==> config.mk <==
export PLATFORM = sky130hd
export DESIGN_NAME = ps2_host_tx
export DESIGN_NICKNAME = d
export VERILOG_FILES = /design/src/rtl/ps2_host_tx.sv
export SDC_FILE = /design/constraint.sdc
export NUM_CORES = 1
export LEC_CHECK = 0
export BUFFER_PORTS_ARGS = -buffer_cell sky130_fd_sc_hd__buf_2
export CAP_MARGIN = 20
export CORE_MARGIN = 5
export CORE_UTILIZATION = 55
export DETAILED_ROUTE_END_ITERATION = 8
export GPL_TIMING_DRIVEN = 1
export PLACE_DENSITY = 0.8
export REMOVE_ABC_BUFFERS = 1
export SYNTH_ARGS = -nofsm -noshare
export SYNTH_HDL_FRONTEND = slang
export SYNTH_SLANG_ARGS = --single-unit
==> constraint.sdc <==
create_clock -name clk -period 3.17 [get_ports clk]
set_input_delay 0.634 -clock clk [delete_from_list [all_inputs] [get_ports clk]]
set_output_delay 0.634 -clock clk [all_outputs]
set_load 0.02 [all_outputs]
==> src/rtl/ps2_host_tx.sv <==
// PS/2 host-to-device transmitter: inhibits the bus, issues request-to-send, shifts a
// command byte plus odd parity out on the device clock and checks the device acknowledge.
module ps2_host_tx #(
    parameter int INHIBIT_CYCLES = 2500,
    parameter int TIMEOUT_CYCLES = 500000
) (
    input  logic       clk,
    input  logic       rst_n,
    input  logic       ps2_clk_in,
    input  logic       ps2_data_in,
    output logic       ps2_clk_drive_low,
    output logic       ps2_data_drive_low,
    input  logic [7:0] tx_byte,
    input  logic       tx_valid,
    output logic       tx_ready,
    output logic       tx_done,
    output logic       tx_ack_ok,
    output logic       tx_error
);

    localparam int MAX_CYCLES = (INHIBIT_CYCLES > TIMEOUT_CYCLES) ? INHIBIT_CYCLES : TIMEOUT_CYCLES;
    localparam int CNT_W      = $clog2(MAX_CYCLES) + 1;

    localparam logic [CNT_W-1:0] INHIBIT_LAST = CNT_W'(INHIBIT_CYCLES - 1);
    localparam logic [CNT_W-1:0] INHIBIT_END  = CNT_W'(INHIBIT_CYCLES);
    localparam logic [CNT_W-1:0] TIMEOUT_LAST = CNT_W'(TIMEOUT_CYCLES - 1);

    typedef enum logic [2:0] {
        IDLE,
        INHIBIT,
        RTS,
        SHIFT,
        ACK,
        WAIT_IDLE
    } state_t;

    state_t           state;
    state_t           state_next;
    logic [CNT_W-1:0] cnt;
    logic [CNT_W-1:0] cnt_next;
    logic [3:0]       bit_cnt;
    logic [3:0]       bit_cnt_next;
    logic [8:0]       frame;
    logic [8:0]       frame_next;
    logic             data_drive;
    logic             data_drive_next;
    logic             ack_seen;
    logic             ack_seen_next;
    logic             done_next;
    logic             ack_ok_next;
    logic             error_next;

    logic clk_meta;
    logic clk_sync;
    logic clk_prev;
    logic data_meta;
    logic data_sync;
    logic dev_fall;

    // Synchronizers come out of reset at the idle (released, high) line level.
    always_ff @(posedge clk) begin
        if (!rst_n) begin
            clk_meta  <= 1'b1;
            clk_sync  <= 1'b1;
            clk_prev  <= 1'b1;
            data_meta <= 1'b1;
            data_sync <= 1'b1;
        end else begin
            clk_meta  <= ps2_clk_in;
            clk_sync  <= clk_meta;
            clk_prev  <= clk_sync;
            data_meta <= ps2_data_in;
            data_sync <= data_meta;
        end
    end

    assign dev_fall = clk_prev & ~clk_sync;

    always_ff @(posedge clk) begin
        if (!rst_n) begin
            state      <= IDLE;
            cnt        <= '0;
            bit_cnt    <= '0;
            frame      <= '0;
            data_drive <= 1'b0;
            ack_seen   <= 1'b0;
            tx_done    <= 1'b0;
            tx_ack_ok  <= 1'b0;
            tx_error   <= 1'b0;
        end else begin
            state      <= state_next;
            cnt        <= cnt_next;
            bit_cnt    <= bit_cnt_next;
            frame      <= frame_next;
            data_drive <= data_drive_next;
            ack_seen   <= ack_seen_next;
            tx_done    <= done_next;
            tx_ack_ok  <= ack_ok_next;
            tx_error   <= error_next;
        end
    end

    always_comb begin
        state_next      = state;
        cnt_next        = cnt;
        bit_cnt_next    = bit_cnt;
        frame_next      = frame;
        data_drive_next = data_drive;
        ack_seen_next   = ack_seen;
        done_next       = 1'b0;
        ack_ok_next     = tx_ack_ok;
        error_next      = tx_error;

        case (state)
            IDLE: begin
                if (tx_valid) begin
                    frame_next      = {~^tx_byte, tx_byte};
                    cnt_next        = '0;
                    bit_cnt_next    = '0;
                    data_drive_next = 1'b0;
                    ack_seen_next   = 1'b0;
                    state_next      = INHIBIT;
                end
            end
            INHIBIT: begin
                if (cnt == INHIBIT_END) begin
                    cnt_next   = '0;
                    state_next = RTS;
                end else begin
                    cnt_next = cnt + 1'b1;
                    if (cnt == INHIBIT_LAST) begin
                        data_drive_next = 1'b1;
                    end
                end
            end
            RTS: begin
                if (dev_fall) begin
                    data_drive_next = ~frame[0];
                    frame_next      = {1'b0, frame[8:1]};
                    bit_cnt_next    = 4'd1;
                    state_next      = SHIFT;
                end
            end
            SHIFT: begin
                // Edges 2..9 put out the remaining data bits and parity; edge 10 is the stop bit.
                if (dev_fall) begin
                    if (bit_cnt == 4'd9) begin
                        data_drive_next = 1'b0;
                        state_next      = ACK;
                    end else begin
                        data_drive_next = ~frame[0];
                        frame_next      = {1'b0, frame[8:1]};
                        bit_cnt_next    = bit_cnt + 1'b1;
                    end
                end
            end
            ACK: begin
                if (dev_fall) begin
                    ack_seen_next = ~data_sync;
                    state_next    = WAIT_IDLE;
                end
            end
            WAIT_IDLE: begin
                if (clk_sync && data_sync) begin
                    done_next   = 1'b1;
                    ack_ok_next = ack_seen;
                    error_next  = ~ack_seen;
                    state_next  = IDLE;
                end
            end
            default: begin
                state_next = IDLE;
            end
        endcase

        // Once the device owns the clock, every gap between falling edges is bounded.
        if (state inside {RTS, SHIFT, ACK, WAIT_IDLE}) begin
            if (dev_fall) begin
                cnt_next = '0;
            end else begin
                cnt_next = cnt + 1'b1;
                if (cnt == TIMEOUT_LAST && state_next != IDLE) begin
                    data_drive_next = 1'b0;
                    done_next       = 1'b1;
                    ack_ok_next     = 1'b0;
                    error_next      = 1'b1;
                    state_next      = IDLE;
                end
            end
        end

        if (state_next == IDLE) begin
            cnt_next     = '0;
            bit_cnt_next = '0;
        end
    end

    assign ps2_clk_drive_low  = (state == INHIBIT);
    assign ps2_data_drive_low = data_drive;
    assign tx_ready           = (state == IDLE);

endmodule

==> results.cfg <==
[status]
status = finished, final reports clean

[pwr]
p_leak_nw = 0.909
peakVddDrop_uv = 253
power.density_nw_per_um2 = 480

[worst_setup_path]
timing.critical_path.cells = or4b_1 -> or2_1 -> o41a_1 -> o211ai_4 -> nor2_1
crit_family = compound AO/OA/AOI/OAI gates
cp-start-kind = register
path_class = register to register
critPathBufInv = 0
cp-end-kind = register
cp.arrival_ns = 2.59
path_max_fanout = 17
cpMaxStageDelayCell = or4b_1
slowest_delay_ns = 0.53
cp.required_ns = 3.33

[global_route]
grt_pass1_vias = 1890
grt_util_all_layers_pct = 18.9
antenna_found_initial = 0
grt_pass1_wl_um = 8310
grt_max_degree = 21
grt_overflow = 0

[sta]
slew_viol_final = 0
setup_ws_ns = 0.739
period_needed_ns = 2.43
tightestPinTransition_ns = 0.764
max-slew-margin-rel_pct = 48.6
min_period_over_period_pct = 76.7
clock.fmax_mhz = 411
clock_skew_ns = 0.00860
finalSetupTns_ns = 0
hold_viol = 0
rsz0062_at_grt = false
setup_viol = 0

[yosys]
ys_seq_area_share_pct = 39.8
ys_ff_latch = 46
async_reset_ff_share_pct = 0
postSynthAreaPerCell_um2 = 8.07
syn_inst = 287
synthFlopType = dfxtp_1
synth_area_um2 = 2310
yosysUniqueCellTypes = 43
synth_edf_count = 0
ys_warn_count = 0

[clock_tree]
holdBufCountCts = 0
clockRootBuffer = clkbuf_8
clock_latency_ns = 0.30
clockBufferDepth = 2
cts.sinks = 46
clkSlewWorstSetupHoldPaths_ns = 0.09
cts_buffers = 5
ctsHtreeMaxLevel = 2
postCtsSetupBuffers = 0
cts_tree = built
post_cts_resized = 0

[finish]
utilization_pct = 64.1
fillers = 345
drive_above_1_share_pct = 10.8
syn_to_final_growth_pct = 11.6
nNetsFinal = 321
antenna_cells = 0

[route]
final_antenna_net_count = 0
drt-initial-drc-count = 99
wl_per_cell_um = 13.7
vias = 2041
dr.pass1.iters = 4
drt_wl_total_um = 4860
drc_errors = 0
vias_per_cell = 5.75

[placement]
dp_hpwl_um = 3510
gp_congestion = 0.830
port_buffers = 18
pre_cts_slack_ns = 0.746

[floorplan]
die_h_um = 74.9
die_area_um2 = 5610
coreArea_um2 = 4030
die_w_um = 74.9
start_util_pct = 57.5
row_count = 23
io_pins = 19

[flow_run]
cap_violations = 0

[hold_path]
hp-class = register to register
## state kept, by name, summed over array words and instances, names as in the netlist
name,flops
clk_meta,1
ack_seen,1
ps2_data_drive_low,1
clk_sync,1
cnt,20
clk_prev,1
tx_error,1
data_sync,1
frame,9
bit_cnt,4
tx_done,1
tx_ack_ok,1
state,3
data_meta,1
## per-stage QoR
stage | area (um2) | hold WS, ns | cells | total power [mW]
6_report | 2580 | 0.420 | 355 | 1.24
5_1_grt | 2580 | 0.467 | 355 | 1.29
4_1_cts | 2580 | 0.425 | 355 | 1.25
3_5_place_dp | 2440 | 0.404 | 347 | 0.722
3_3_place_gp | 2440 | 0.390 | 347 | 0.720
2_1_floorplan | 2270 | 0.386 | 276 | 0.688
## cells in the mapped netlist, types with 2 or more instances
cell	instances	share of area, %
ha_1	4	2.2
a211oi_1	2	0.65
nand4_1	4	1.1
nand4b_1	3	1.1
xor2_1	6	2.3
xnor2_1	18	6.8
or3_1	3	0.81
nor2b_1	2	0.54
nor3b_1	3	0.97
a31oi_1	3	0.81
or2_2	2	0.54
a21oi_1	20	4.3
nor2_1	43	7.0
a211o_1	2	0.76
and3b_1	2	0.76
and3_1	3	0.81
nor4_1	7	1.9
o21ai_0	6	1.3
a21o_1	2	0.65
inv_1	7	1.1
nand2b_1	8	2.2
a311oi_1	8	3.0
dfxtp_1	46	40
clkbuf_1	10	1.6
o31ai_1	2	0.65
nand2_1	35	5.7
nand3_1	13	2.8
nor3_1	8	1.7
## layer usage
metal	global-route usage [%]	routed length (um)
met2	31.5	2210
met1	24.4	2370
met4	5.73	55
met3	4.01	224
met5	0	0
## cell type report
type / instances / area (um2) / share of cell area (%)
Clock buffer: 6 / 82.6 / 3.20
Timing Repair Buffer: 21 / 113 / 4.36
Tap cell: 50 / 62.6 / 2.42
Inverter: 7 / 26.3 / 1.02
Clock inverter: 2 / 60.1 / 2.32
Sequential cell: 46 / 921 / 35.6
Multi-Input combinational cell: 223 / 1320 / 51.0
## path summary, 6_finish.rpt
kind,startpoint,end,slack [ns],cells past startpoint
setup / recovery,cnt[10],cnt[10],0.74,5
hold / removal,clk_meta,clk_sync,0.42,1
setup reg to reg,cnt[10],cnt[10],0.74,5
hold reg to reg,clk_meta,clk_sync,0.42,1
## cell families (layout without fill, tap and decap cells)
kind of cell,count (synthesis),after routing,share of synthesized area [%]
buf+inv,18,36,3.24
fa+ha+maj,4,4,2.16
compound gates,52,52,15.4
xor+xnor,24,24,9.08
flops,46,46,39.8
mux,1,1,0.432
simple gates,142,142,29.9
## where the power goes
group          total [mW]  leakage [nW]  internal [mW]  switching (mW)
clock               0.532        0.0714          0.336           0.195
sequential          0.606         0.374          0.593          0.0125
combinational       0.104         0.464         0.0421          0.0618
total                1.24         0.909          0.971           0.270
## placed cells by master (no fill, tap or decap), types with 3 or more instances in the layout
master and instances:
and3_1 3, a21oi_1 20, xor2_1 6, a31oi_1 3, a311oi_1 8, inv_1 7
ha_1 4, nor4_1 7, nor2_1 43, o21ai_0 6, buf_4 3, nand2_1 35
buf_2 18, clkbuf_8 6, xnor2_1 18, nand3_1 13, or3_1 3, nor3_1 8
nand4_1 4, nor3b_1 3, dfxtp_1 46, nand4b_1 3, nand2b_1 8
Power figures use the tool's default switching activity.
